==> src/rtl/reg_swap_engine.sv <==
// reg_swap_engine: DEPTH x WIDTH register bank that swaps two entries via a 4-state FSM.
// Build option: define SWAP_XOR_EN to swap with three XOR steps instead of a temp register.
module reg_swap_engine #(
   parameter int WIDTH = 8,
   parameter int DEPTH = 4,
   localparam int IW = $clog2(DEPTH)
) (
   input  logic             clk,
   input  logic             rst_n,
   input  logic             load_en,
   input  logic [IW-1:0]    load_idx,
   input  logic [WIDTH-1:0] load_data,
   input  logic             swap_req,
   input  logic [IW-1:0]    swap_idx_a,
   input  logic [IW-1:0]    swap_idx_b,
   output logic             swap_ready,
   output logic             swap_done,
   output logic             swap_err,
   input  logic [IW-1:0]    rd_idx,
   output logic [WIDTH-1:0] rd_data,
   output logic [1:0]       state_dbg
);

   typedef enum logic [1:0] {
      IDLE    = 2'd0,
      SAVE    = 2'd1,
      MOVE    = 2'd2,
      RESTORE = 2'd3
   } state_t;

   // Storage is padded to a power of two so any IW-bit index is a legal array
   // index; slots at or above DEPTH are never written and never read out.
   localparam int          NSLOT   = 1 << IW;
   localparam logic [IW:0] DEPTH_W = (IW+1)'(DEPTH);

   state_t           state, state_next;
   logic [IW-1:0]    idx_a, idx_b;
   logic [WIDTH-1:0] mem [NSLOT];
   logic             accept, idx_bad, load_ok, rd_ok;
`ifdef SWAP_XOR_EN
   logic             idx_same;
   logic [WIDTH-1:0] xab;

   assign idx_same = (idx_a == idx_b);
   assign xab      = mem[idx_a] ^ mem[idx_b];
`else
   logic [WIDTH-1:0] temp;
`endif

   assign idx_bad   = ({1'b0, idx_a} >= DEPTH_W) || ({1'b0, idx_b} >= DEPTH_W);
   assign load_ok   = load_en && ({1'b0, load_idx} < DEPTH_W);
   assign rd_ok     = ({1'b0, rd_idx} < DEPTH_W);
   assign rd_data   = rd_ok ? mem[rd_idx] : '0;
   assign state_dbg = state;

   // Handshake: a swap is accepted on the rising edge where swap_req && swap_ready;
   // the requester holds swap_req and both indices stable until that edge.
   always_comb begin
      state_next = state;
      swap_ready = 1'b0;
      accept     = 1'b0;
      case (state)
         IDLE: begin
            swap_ready = 1'b1;
            if (swap_req) begin
               accept     = 1'b1;
               state_next = SAVE;
            end
         end
         SAVE:    state_next = MOVE;
         MOVE:    state_next = RESTORE;
         RESTORE: state_next = IDLE;
         default: state_next = IDLE;
      endcase
   end

   always_ff @(posedge clk or negedge rst_n) begin
      if (!rst_n) begin
         state     <= IDLE;
         idx_a     <= '0;
         idx_b     <= '0;
         swap_done <= 1'b0;
         swap_err  <= 1'b0;
`ifndef SWAP_XOR_EN
         temp      <= '0;
`endif
         for (int i = 0; i < NSLOT; i++) mem[i] <= '0;
      end else begin
         state     <= state_next;
         swap_done <= (state == RESTORE);
         swap_err  <= (state == RESTORE) && idx_bad;
         if (accept) begin
            idx_a <= swap_idx_a;
            idx_b <= swap_idx_b;
         end
         // Loads only land in IDLE, so they never collide with a swap write.
         if (state == IDLE && load_ok) mem[load_idx] <= load_data;
`ifdef SWAP_XOR_EN
         // a==b would zero the entry under XOR, so that case writes nothing.
         if (!idx_bad && !idx_same) begin
            case (state)
               SAVE:    mem[idx_a] <= xab;
               MOVE:    mem[idx_b] <= xab;
               RESTORE: mem[idx_a] <= xab;
               default: ;
            endcase
         end
`else
         case (state)
            SAVE:    temp <= mem[idx_a];
            MOVE:    if (!idx_bad) mem[idx_a] <= mem[idx_b];
            RESTORE: if (!idx_bad) mem[idx_b] <= temp;
            default: ;
         endcase
`endif
      end
   end

endmodule
==> config.mk <==
export PLATFORM = sky130hd
export DESIGN_NAME = reg_swap_engine
export DESIGN_NICKNAME = d
export VERILOG_FILES = /design/src/rtl/reg_swap_engine.sv
export SDC_FILE = /design/constraint.sdc
export NUM_CORES = 1
export LEC_CHECK = 0
export BUFFER_PORTS_ARGS = -buffer_cell sky130_fd_sc_hd__buf_2
export CORE_MARGIN = 2
export CORE_UTILIZATION = 35
export CTS_CLUSTER_DIAMETER = 100
export DETAILED_ROUTE_END_ITERATION = 10
export HOLD_SLACK_MARGIN = 0.05
export PLACE_DENSITY = 0.5
export SYNTH_ARGS = -nofsm -noshare
export SYNTH_HDL_FRONTEND = slang
export SYNTH_SLANG_ARGS = --single-unit
==> constraint.sdc <==
create_clock -name clk -period 2.1 [get_ports clk]
set_input_delay 0.42 -clock clk [delete_from_list [all_inputs] [get_ports clk]]
set_output_delay 0.42 -clock clk [all_outputs]
set_load 0.05 [all_outputs]
; After elaboration in Yosys (flattened, before gate mapping)
; Cells that the tools add are included.
[word_totals]
regBits = 47
latchBits = 0
ram_bits = 0
romBits = 0
word_cells = 54
memories = 0
[classes]
n_addsub = 0
n_mul = 0
div = 0
n_lt_le_gt_ge = 7
eq_ne = 4
n_shift = 0
n_mux = 25
bitwise_logic = 4
n_reduce_logical = 5
[op_table]
columns = op, n
row1 = bitwise mux 32 bit, 3
row2 = 2-to-1 mux 8 bit, 9
row3 = one-hot mux 32 bit (2 select lines), 1
row4 = binary-select mux 8 bit (select 2 bit), 3
row5 = demux 8 bit (select 2 bit), 3
row6 = 2-to-1 mux 32 bit, 1
row7 = ">= comparator 3 bit, second input constant", 4
row8 = inverter 2 -> 3 bit, 4
row9 = "less-than comparator 3 x 1 -> 1 bit, second input constant", 3
row10 = one-hot mux 2 bit (4 select lines), 1
row11 = "== test 2 bit, second input constant", 2
row12 = logical AND 1 bit, 4
row13 = 2-to-1 mux 1 bit, 3
row14 = "== test 2 x 1 -> 1 bit, second input constant", 1
row15 = zero test 2 bit, 1
row16 = 2-to-1 mux 2 bit, 1
row17 = "inequality test 2 bit, second input constant", 1

; Depth between registers and ports, before layout
; Gate-level depths: netlist of the first run.
[depth]
word_depth = 9
ltp_mapped = 6
mapped_depth_nobuf = 6

; Least setup slack after synthesis of the first run
; OpenSTA, ideal clock, no wires.
[synth_path]
path_type = register to register
from = reg state[0], in the netlist state_dbg[0]
to = reg mem[0] (netlist name)
arrival_ns = 2.227
required_ns = 1.964
setup_slack_ns = -0.263
stages_incl_launch_ff = 6
cell_sequence = dfrtp_1 > inv_1 > ha_1 > nand4_1 > mux2i_1 > o211ai_1
[synth_between]
elab_chain_len = 5
word_cells_on_any_way = 8
cone_classes = eq/ne: 2 / mux: 4 / reduce/logical: 2
[synth_rtl]
columns = item, line
row1 = from (decl), 36  ; state_t state, state_next;
row2 = from (signal assigned), 89  ; state <= state_next;
row3 = zero test 2 bit, 97  ; if (state == IDLE && load_ok) mem[load_idx] <= load_data;
row4 = logical AND 1 bit, 97
row5 = 2-to-1 mux 32 bit, 97
row6 = bitwise mux 32 bit (on tied branches), "112, 111"
row7 = one-hot mux 32 bit (2 select lines) (*), 109  ; case (state)
row8 = "to (signal, indexed assignment)", 97
row9 = "to (signal, indexed assignment)", 111  ; MOVE: if (!idx_bad) mem[idx_a] <= mem[idx_b];
row10 = "to (signal, indexed assignment)", 112  ; RESTORE: if (!idx_bad) mem[idx_b] <= temp;
row11 = to (decl), 38  ; logic [WIDTH-1:0] mem [NSLOT];
; Every way passes the cells marked *; elsewhere a longest branch is shown, timed or not.
; A chain may end at the register's enable or synchronous reset.

; Worst setup path after layout of the first run
[layout_path]
from = reg state[0], in the netlist state_dbg[0]
to = reg mem[11] (netlist name)
; The elaborated chain is that of the path after synthesis.

==> reports/metrics.cfg, run 1 <==
[status]
outcome = completed

[global_routing]
grt_max_degree = 27
grt_pass1_vias = 2678
grt_util_all_layers = 0.207
grt_pass1_wl_mm = 15.4
grt_overflow_total = 0
antenna_found_initial = 0

[clock_network]
cts_buffer_depth = 2
clock_latency_ns = 0.31
cts_tree = done
cts_setup_buffers = 0
numCtsBuffers = 5
ctsHoldBuffers = 0
clk_pin_slew_ns = 0.10
cts.sinks = 47
cts.htree.levels = 2
cts_root_buf = clkbuf_8
ctsResizeCount = 0

[logic_synthesis]
yosys_most_used_dff = dfrtp_1
ys_async_sr_fraction = 1.00
synth_area_leader_cell = dfrtp_1
synth_edf_count = 0
syn_area_per_cell_um2 = 11.1
syn_area_um2 = 3200
ys_top_cells_by_area = dfrtp_1 37%, mux4_2 11%, mux2_2 10%
yosysSeqAreaShare = 0.368
synth_cells = 289
synthTopCellsByCount = 47 x dfrtp_1, 34 x nand2_1, 32 x a22oi_1, 32 x mux2i_1, 32 x o211ai_1
yosysUniqueCellTypes = 29
yosysWarnings = 0
synth_top_area_share = 0.368
yosysMostFrequentCell = dfrtp_1
yosys_register_bits = 47
mappedNetlistNets = 314

[power]
p_leak_uw = 0.00172
ir_drop_mv = 0.915
power_density_nw_per_um2 = 1320

[setup_path]
critPathKind = register to register
slowest_stage = nor2_1
path_max_fanout = 8
slowest_delay_ns = 0.56
cp-start-kind = register
path_cells = inv_1 > ha_1 > nand2b_1 > nor2_1 > a22oi_1 > o211ai_1
required_ns = 2.32
critPathArrivalTime_ns = 2.17
end_kind = register

[final_layout]
postLayoutCoreUtil = 0.428
antenna_cells = 0
fin_cells = 452
area_growth_pct = 17.8
drive_gt1_frac = 0.360
final_cell_area_um2 = 3770
nets = 368

[sta]
maxSlewHeadroom = 0.499
max_freq_ghz = 0.513
final.setup.tns_ns = 0
finalCritPeriodShare = 0.929
skew_ns = 0.00943
slew_viol_final = 0
rsz0062_at_grt = false
worstMarginPinSlew_ns = 0.748
setup_viol = 0
fin_ws_ns = 0.150
period_needed_ns = 1.95
hold_viol = 0

[detailed_routing]
drtAntennaViolNets = 0
vias_per_cell = 5.96
dr_total_vias = 2696
wl_per_cell_um = 22.1
drc = 0
dr.pass1.iters = 4
drt_wl_total_mm = 10.0
first_iter_violations = 246

[floorplan]
die_h_um = 99.6
io_pins = 33
coreArea_um2 = 8810
initial_core_util = 0.363
die_area_um2 = 9920
rows = 34
die_w_um = 99.6

[placement]
place_ws_ns = 0.187
place_hpwl_mm = 7.00
portBuffers = 31
gp_congestion = 0.840
placed_area_um2 = 3690
dp.cells = 444

[worst_hold_path]
hp-class = input pin to asynchronous set/reset pin

[run]
maxCapViolations = 0

## placed cells by master (no fill, tap or decap), types with 5 or more instances in the layout
| master | count |
|---|---|
| nor2_1 | 6 |
| mux2_2 | 29 |
| buf_4 | 35 |
| nand4_1 | 5 |
| mux4_2 | 16 |
| a22oi_1 | 32 |
| o211ai_1 | 32 |
| buf_2 | 31 |
| and3_1 | 8 |
| mux2i_1 | 32 |
| nand2_1 | 34 |
| o21ai_0 | 5 |
| clkbuf_8 | 5 |
| dfrtp_1 | 47 |
## final timing paths
path / slack (ns) / endpoint / depth (start not counted) / start
setup / recovery: 0.15 / mem[11] / 6 / state_dbg[0]
hold / removal: 0.12 / temp[1] / 1 / rst_n
setup reg to reg: 0.15 / mem[11] / 6 / state_dbg[0]
hold reg to reg: 0.61 / mem[14] / 2 / temp[6]
max in group asynchronous: 1.31 / mem[11] / 2 / rst_n
min in group clk: 0.34 / idx_a[1] / 2 / swap_idx_a[1]
## stage by stage
stage	hold slack [ns]	power [µW]
6_report	0.120	4980
5_1_grt	0.178	5260
4_1_cts	0.159	4980
3_5_place_dp	0.495	4420
3_3_place_gp	0.481	4420
2_1_floorplan	0.124	3390
## routing by layer
metal  up-vias  part of all wire  global-route usage
met5         -                 0                   0
met4         0             0.025              0.0664
met3        22             0.080              0.0323
met2       109              0.46               0.324
met1      1338              0.43               0.296
li1       1227                 -                   -
## critical path, delay by kind of cell, from the launching register on
| kind | cells | cell delay [ns] |
|---|---|---|
| AND/OR/NAND/NOR | 2 | 0.66 |
| flip-flops | 1 | 0.42 |
| AO/OA/AOI/OAI | 2 | 0.34 |
| adder cells (fa/ha/maj) | 1 | 0.26 |
| buffers and inverters | 1 | 0.17 |
## cell type report
type / count / area, µm²
multi-input combinational: 218 / 1920
fill: 868 / 5040
clock inverter: 1 / 5.00
tap: 108 / 135
clock buffer: 7 / 76.3
timing repair buffer: 67 / 438
sequential: 47 / 1180
inverter: 4 / 15.0
## power breakdown
part / switching [µW] / internal (µW) / total [µW] / leakage [µW]
Combinational: 1700 / 1220 / 2920 / 0.00104
Clock: 323 / 235 / 558 / 0.0000422
Sequential: 314 / 1190 / 1510 / 0.000633
## sequential cells by signal, indices dropped and copies added, names as in the netlist
name and count:
mem 32, temp 8, idx_a 2, idx_b 2, state_dbg 2, swap_done 1
## cells by family after synthesis
family	count (synthesis)	share of synthesized area
other	1	0.00117
multiplexers	77	0.315
flip-flops	47	0.368
adder cells (fa/ha/maj)	5	0.0196
AO/OA/AOI/OAI	70	0.160
buffers and inverters	24	0.0348
AND/OR/NAND/NOR	65	0.102
(Power assumes the default switching activity.)
==> run 2: changes to the inputs <==
CORE_MARGIN = default   (was 2)
GPL_ROUTABILITY_DRIVEN = 0   (was default)
clock period = 2.2 ns   (was 2.1 ns; I/O delays follow)
==> run 2 against run 1 <==
  * Combinational power shrank 8.2%
  * Register-to-register slack gained 0.16 ns
  * Non-clock buffer count shrank 5
  * Cell count shrank 1.5%
  * Wire length shrank 1.7%
  * Worst setup slack gained 0.078 ns
  * The run now ends with design-rule violations left
  * Die area shrank 4.0%
  * Critical path type is now input pin to output pin
  * Sequential cell count is the same
  * Core utilization shrank 0.61 points
  * Final area shrank 1.4%
==> reports/metrics.cfg, run 2 (synthesis results as in run 1) <==
[detailed_routing]
drt_wl_total_mm = 9.83  ; was 10.0 mm
drc = 4  ; was 0
wl_per_cell_um = 22.1  ; about the same
drtAntennaViolNets = 0  ; unchanged
routed-wl-met3_um = 719  ; was 800 µm
first_iter_violations = 237  ; was 246
drt-met1-wl_mm = 4.38  ; was 4.34 mm
dr.pass1.iters = 9  ; was 4
top_layer = met4  ; unchanged
dr_total_vias = 2687  ; was 2,696
vias_per_cell = 6.04  ; was 5.96
wl_met2_mm = 4.48  ; was 4.61 mm

[sta]
rsz0062_at_grt = false  ; unchanged
hold_viol = 0  ; unchanged
slew_viol_final = 0  ; unchanged
setup_viol = 0  ; unchanged
max_freq_ghz = 0.507
period_needed_ns = 1.97
final.setup.tns_ns = 0  ; unchanged
skew_ns = 0.00790  ; was 0.00943 ns
finalCritPeriodShare = 0.897
worstMarginPinSlew_ns = 0.618  ; was 0.748 ns
maxSlewHeadroom = 0.588  ; was 0.499

[clock_network]
cts_root_buf = clkbuf_8  ; unchanged
clk_pin_slew_ns = 0.09  ; was 0.10 ns
numCtsBuffers = 5  ; unchanged
cts_tree = done  ; unchanged
cts.htree.levels = 2  ; unchanged
cts.sinks = 47  ; unchanged
clock_latency_ns = 0.30  ; was 0.31 ns
cts_setup_buffers = 0  ; unchanged
cts_buffer_depth = 2  ; unchanged

[setup_path]
ff2ff_path_depth = 5  ; was 6
end_kind = output pin  ; was register
crit_buf_inv = 2  ; was 1
path_depth = 3  ; was 6
path_max_fanout = 8  ; unchanged
slowest_delay_ns = 0.55  ; was 0.56 ns
cp_top_family = multiplexers  ; was simple AND/OR/NAND/NOR gates
critPathKind = input pin to output pin  ; was register to register
critPathArrivalTime_ns = 1.53  ; was 2.17 ns
required_ns = 1.76  ; was 2.32 ns
slowest_stage = mux4_2  ; was nor2_1
crit_top_cell = buf_2
r2r_slack_ns = 0.31  ; was 0.15 ns
path_cells = buf_2 > mux4_2 > buf_2  ; was inv_1 > ha_1 > nand2b_1 > nor2_1 > a22oi_1 > o211ai_1
cp-start-kind = input pin  ; was register

[floorplan]
die_h_um = 97.6  ; was 99.6 µm
initial_core_util = 0.363  ; unchanged
rows = 34  ; unchanged
io_pins = 33  ; unchanged
die_area_um2 = 9530  ; was 9920 µm²
die_w_um = 97.6  ; was 99.6 µm
coreArea_um2 = 8810  ; unchanged

[final_layout]
layout_common_cells = 47 x dfrtp_1, 34 x nand2_1, 32 x mux2i_1, 32 x a22oi_1, 32 x o211ai_1  ; was 47 x dfrtp_1, 35 x buf_4, 34 x nand2_1
top_register = mem  ; unchanged
final_common_cell = dfrtp_1  ; unchanged
final_cell_area_um2 = 3720  ; was 3770 µm²
area_growth_pct = 16.2  ; was 17.8%
antenna_cells = 0  ; unchanged
nets = 363  ; was 368
reg.largest.list = mem (32), temp (8)  ; unchanged
drive_gt1_frac = 0.353  ; was 0.360
largest_register_ffs = 32  ; unchanged
num-fill-cells = 857  ; was 868

[power]
power_density_nw_per_um2 = 1240  ; was 1320 nW/µm²
ir_drop_mv = 0.728  ; was 0.915 mV
p_leak_uw = 0.00169  ; was 0.00172 µW
power_uw = 4630  ; was 4980 µW

[global_routing]
grt_pass1_vias = 2764  ; was 2,678
antenna_found_initial = 0  ; unchanged
grt_overflow_total = 0  ; unchanged
grt_util_all_layers = 0.219  ; was 0.207
grt_pass1_wl_mm = 15.7  ; was 15.4 mm
grt_max_degree = 25  ; was 27

[placement]
place_hpwl_mm = 6.89  ; was 7.00 mm
placed_area_um2 = 3640  ; was 3690 µm²
portBuffers = 31  ; unchanged

[worst_hold_path]
hp-class = input pin to asynchronous set/reset pin  ; unchanged

[status]
outcome = complete, but fails checks  ; was completed
violations = design-rule violations

[run]
maxCapViolations = 0  ; unchanged

run 2: cell count changes in the layout (fill, tap and decap cells not counted), sizes merged:
cell	before	now
clkbuf	7	6
buf	67	62
clkinv	1	0
run 2: worst paths after layout:
check                         startpoint          to
setup / recovery               rd_idx[0]  rd_data[1]
hold reg to reg                 idx_b[0]    idx_b[0]
setup reg to reg            state_dbg[0]     mem[24]
max in group asynchronous          rst_n     mem[15]
hold / removal                     rst_n     mem[17]
min in group clk           swap_idx_b[0]    idx_b[0]
run 2: stage by stage:
step                      setup WS (ns)  utilization  hold WS, ns  std cells
after floorplan                  0.0901            -        0.144        289
after global placement            0.207        0.413        0.492        439
after detailed placement          0.205        0.413        0.499        439
after CTS                         0.168        0.422        0.170        445
final                             0.227        0.422        0.141        445
after global routing              0.173        0.422        0.174        445
run 2: cell type report:
type | count | area (µm²) | share of cell area
clock buffers | 6 | 72.6 | 0.0195
inverters | 4 | 15.0 | 0.00404
multi-input cells | 218 | 1920 | 0.516
flip-flops and latches | 47 | 1180 | 0.316
well taps | 108 | 135 | 0.0364
repair buffers | 62 | 400 | 0.108
run 2: layer usage:
layer	up-vias	track usage
li1	1213	-
met1	1357	0.313
met2	99	0.337
met3	18	0.0324
met4	0	0.0816
met5	-	0
run 2: where the power goes:
part           total (µW)  internal [µW]  switching (µW)
Combinational        2680           1080            1610
Sequential           1420           1140             284
Clock                 520            213             307
Total                4630           2430            2200
run 2: timing repair:
action,in CTS,in global routing
setup endpoints to repair,0,4
hold endpoints to repair,0,0
resized for setup,0,1
hold buffers,0,0
==> run 3: changes to the inputs <==
--- a/constraint.sdc
+++ b/constraint.sdc
@@ -3,2 +3,2 @@
 set_output_delay 0.44 -clock clk [all_outputs]
-set_load 0.05 [all_outputs]
+set_load 0.005 [all_outputs]
==> run 3 against run 2 <==
  * Sequential share of layout area is 0.11 points higher
  * Critical path depth did not move
  * Non-clock buffer count decreased by 1
  * Register-to-register slack better by 0.03 ns
  * Largest power group unchanged
  * The run still ends with design-rule violations left
  * Largest cell class unchanged
  * Highest routed layer unchanged
==> reports/metrics.cfg, run 3 (synthesis results as in run 1) <==
[detailed_routing]
first_iter_violations = 201  ; was 237
drc = 5  ; was 4
dr.pass1.iters = 7  ; was 9
drt_wl_total_mm = 9.75  ; was 9.83 mm
drtAntennaViolNets = 0  ; unchanged
wl_per_cell_um = 22.0  ; was 22.1 µm
dr_total_vias = 2600  ; was 2,687
vias_per_cell = 5.86  ; was 6.04

[floorplan]
initial_core_util = 0.363  ; unchanged
die_w_um = 97.6  ; unchanged
die_h_um = 97.6  ; unchanged
rows = 34  ; unchanged
io_pins = 33  ; unchanged
coreArea_um2 = 8810  ; unchanged
die_area_um2 = 9530  ; unchanged

[sta]
maxSlewHeadroom = 0.626  ; was 0.588
max_freq_ghz = 0.520  ; was 0.507 GHz
setup_viol = 0  ; unchanged
slew_viol_final = 0  ; unchanged
worstMarginPinSlew_ns = 0.560  ; was 0.618 ns
period_needed_ns = 1.92  ; was 1.97 ns
finalCritPeriodShare = 0.873  ; was 0.897
skew_ns = 0.00605  ; was 0.00790 ns
hold_viol = 0  ; unchanged
final.setup.tns_ns = 0  ; unchanged
rsz0062_at_grt = false  ; unchanged

[final_layout]
nets = 362  ; was 363
antenna_cells = 0  ; unchanged
drive_gt1_frac = 0.345  ; was 0.353
reg.largest.list = mem (32), temp (8)  ; unchanged
layout_common_cells = 47 x dfrtp_1, 34 x nand2_1, 32 x mux2i_1, 32 x a22oi_1, 32 x o211ai_1  ; unchanged
final_cell_area_um2 = 3700  ; was 3720 µm²
num-fill-cells = 838  ; was 857
postLayoutCoreUtil = 0.421  ; was 0.422
area_growth_pct = 15.8  ; was 16.2%
top_register = mem  ; unchanged
largest_register_ffs = 32  ; unchanged
final_common_cell = dfrtp_1  ; unchanged

[clock_network]
cts_setup_buffers = 0  ; unchanged
clk_pin_slew_ns = 0.09  ; about the same
cts_buffer_depth = 2  ; unchanged
cts.sinks = 47  ; unchanged
numCtsBuffers = 5  ; unchanged
ctsHoldBuffers = 0  ; unchanged
cts.htree.levels = 2  ; unchanged
cts_root_buf = clkbuf_8  ; unchanged
clock_latency_ns = 0.31  ; was 0.30 ns
ctsResizeCount = 0  ; unchanged
cts_tree = done  ; unchanged

[power]
ir_drop_mv = 0.802  ; was 0.728 mV
power_density_nw_per_um2 = 1150  ; was 1240 nW/µm²
p_leak_uw = 0.00168  ; was 0.00169 µW

[placement]
place_hpwl_mm = 6.85  ; was 6.89 mm
portBuffers = 31  ; unchanged
placed_area_um2 = 3630  ; was 3640 µm²

[setup_path]
crit_top_cell = buf_2  ; unchanged
r2r_start = state_dbg[0]  ; unchanged
ff2ff_path_depth = 7  ; was 5
cp-start-kind = input pin  ; unchanged
timing.rr.end = mem[19]  ; was mem[24]
crit_buf_inv = 2  ; unchanged
r2r_slack_ns = 0.34  ; was 0.31 ns
critPathKind = input pin to output pin  ; unchanged
end_kind = output pin  ; unchanged
cp_top_family = multiplexers  ; unchanged
slowest_delay_ns = 0.57  ; was 0.55 ns
slowest_stage = mux4_2  ; unchanged
critPathArrivalTime_ns = 1.48  ; was 1.53 ns
required_ns = 1.76  ; about the same
path_cells = buf_2 > mux4_2 > buf_2  ; unchanged
path_max_fanout = 8  ; unchanged

[global_routing]
grt_overflow_total = 0  ; unchanged
antenna_found_initial = 0  ; unchanged
grt_pass1_wl_mm = 15.6  ; was 15.7 mm
grt_max_degree = 28  ; was 25
grt_util_all_layers = 0.219  ; about the same
grt_pass1_vias = 2674  ; was 2,764

[status]
outcome = complete, but fails checks  ; unchanged
violations = design-rule violations  ; unchanged

[worst_hold_path]
hp-class = input pin to asynchronous set/reset pin  ; unchanged

[run]
maxCapViolations = 0  ; unchanged

## run 3: area by class of cell
class,count,area [µm²],share of cell area
Clock buffer,6,72.6,0.0196
Inverter,4,15.0,0.00405
Multi-Input combinational cell,218,1910,0.516
Sequential cell,47,1180,0.318
Tap cell,108,135,0.0365
Timing Repair Buffer,61,393,0.106
## run 3: how the worst max path moves through the flow
stage	startpoint	endpoint	cells past startpoint
finish	rd_idx[0]	rd_data[6]	3
global route	state_dbg[0]	mem[19]	7
CTS	rd_idx[0]	rd_data[4]	3
detailed placement	rd_idx[0]	rd_data[4]	3
global placement	rd_idx[0]	rd_data[6]	3
floorplan	rd_idx[1]	rd_data[7]	2
## run 3: per-stage QoR
stage | hold slack, ns | total power, µW | worst slack (ns) | std cells
finish | 0.112 | 4250 | 0.279 | 444
global route | 0.138 | 4550 | 0.133 | 444
CTS | 0.123 | 4280 | 0.262 | 444
detailed placement | 0.464 | 3760 | 0.264 | 438
global placement | 0.457 | 3740 | 0.258 | 438
floorplan | 0.144 | 2900 | 0.492 | 289
## run 3: per-layer routing
layer / up-vias / track usage / wire length (µm)
met3: 13 / 0.0388 / 545
met1: 1293 / 0.311 / 4540
met2: 76 / 0.341 / 4480
met5: - / 0 / 0
li1: 1218 / - / -
met4: 0 / 0.0641 / 184
## run 3: power by group
group | total, µW | internal, µW | switching, µW
sequential | 1440 | 1140 | 300
combinational | 2310 | 1050 | 1260
clock | 507 | 213 | 294
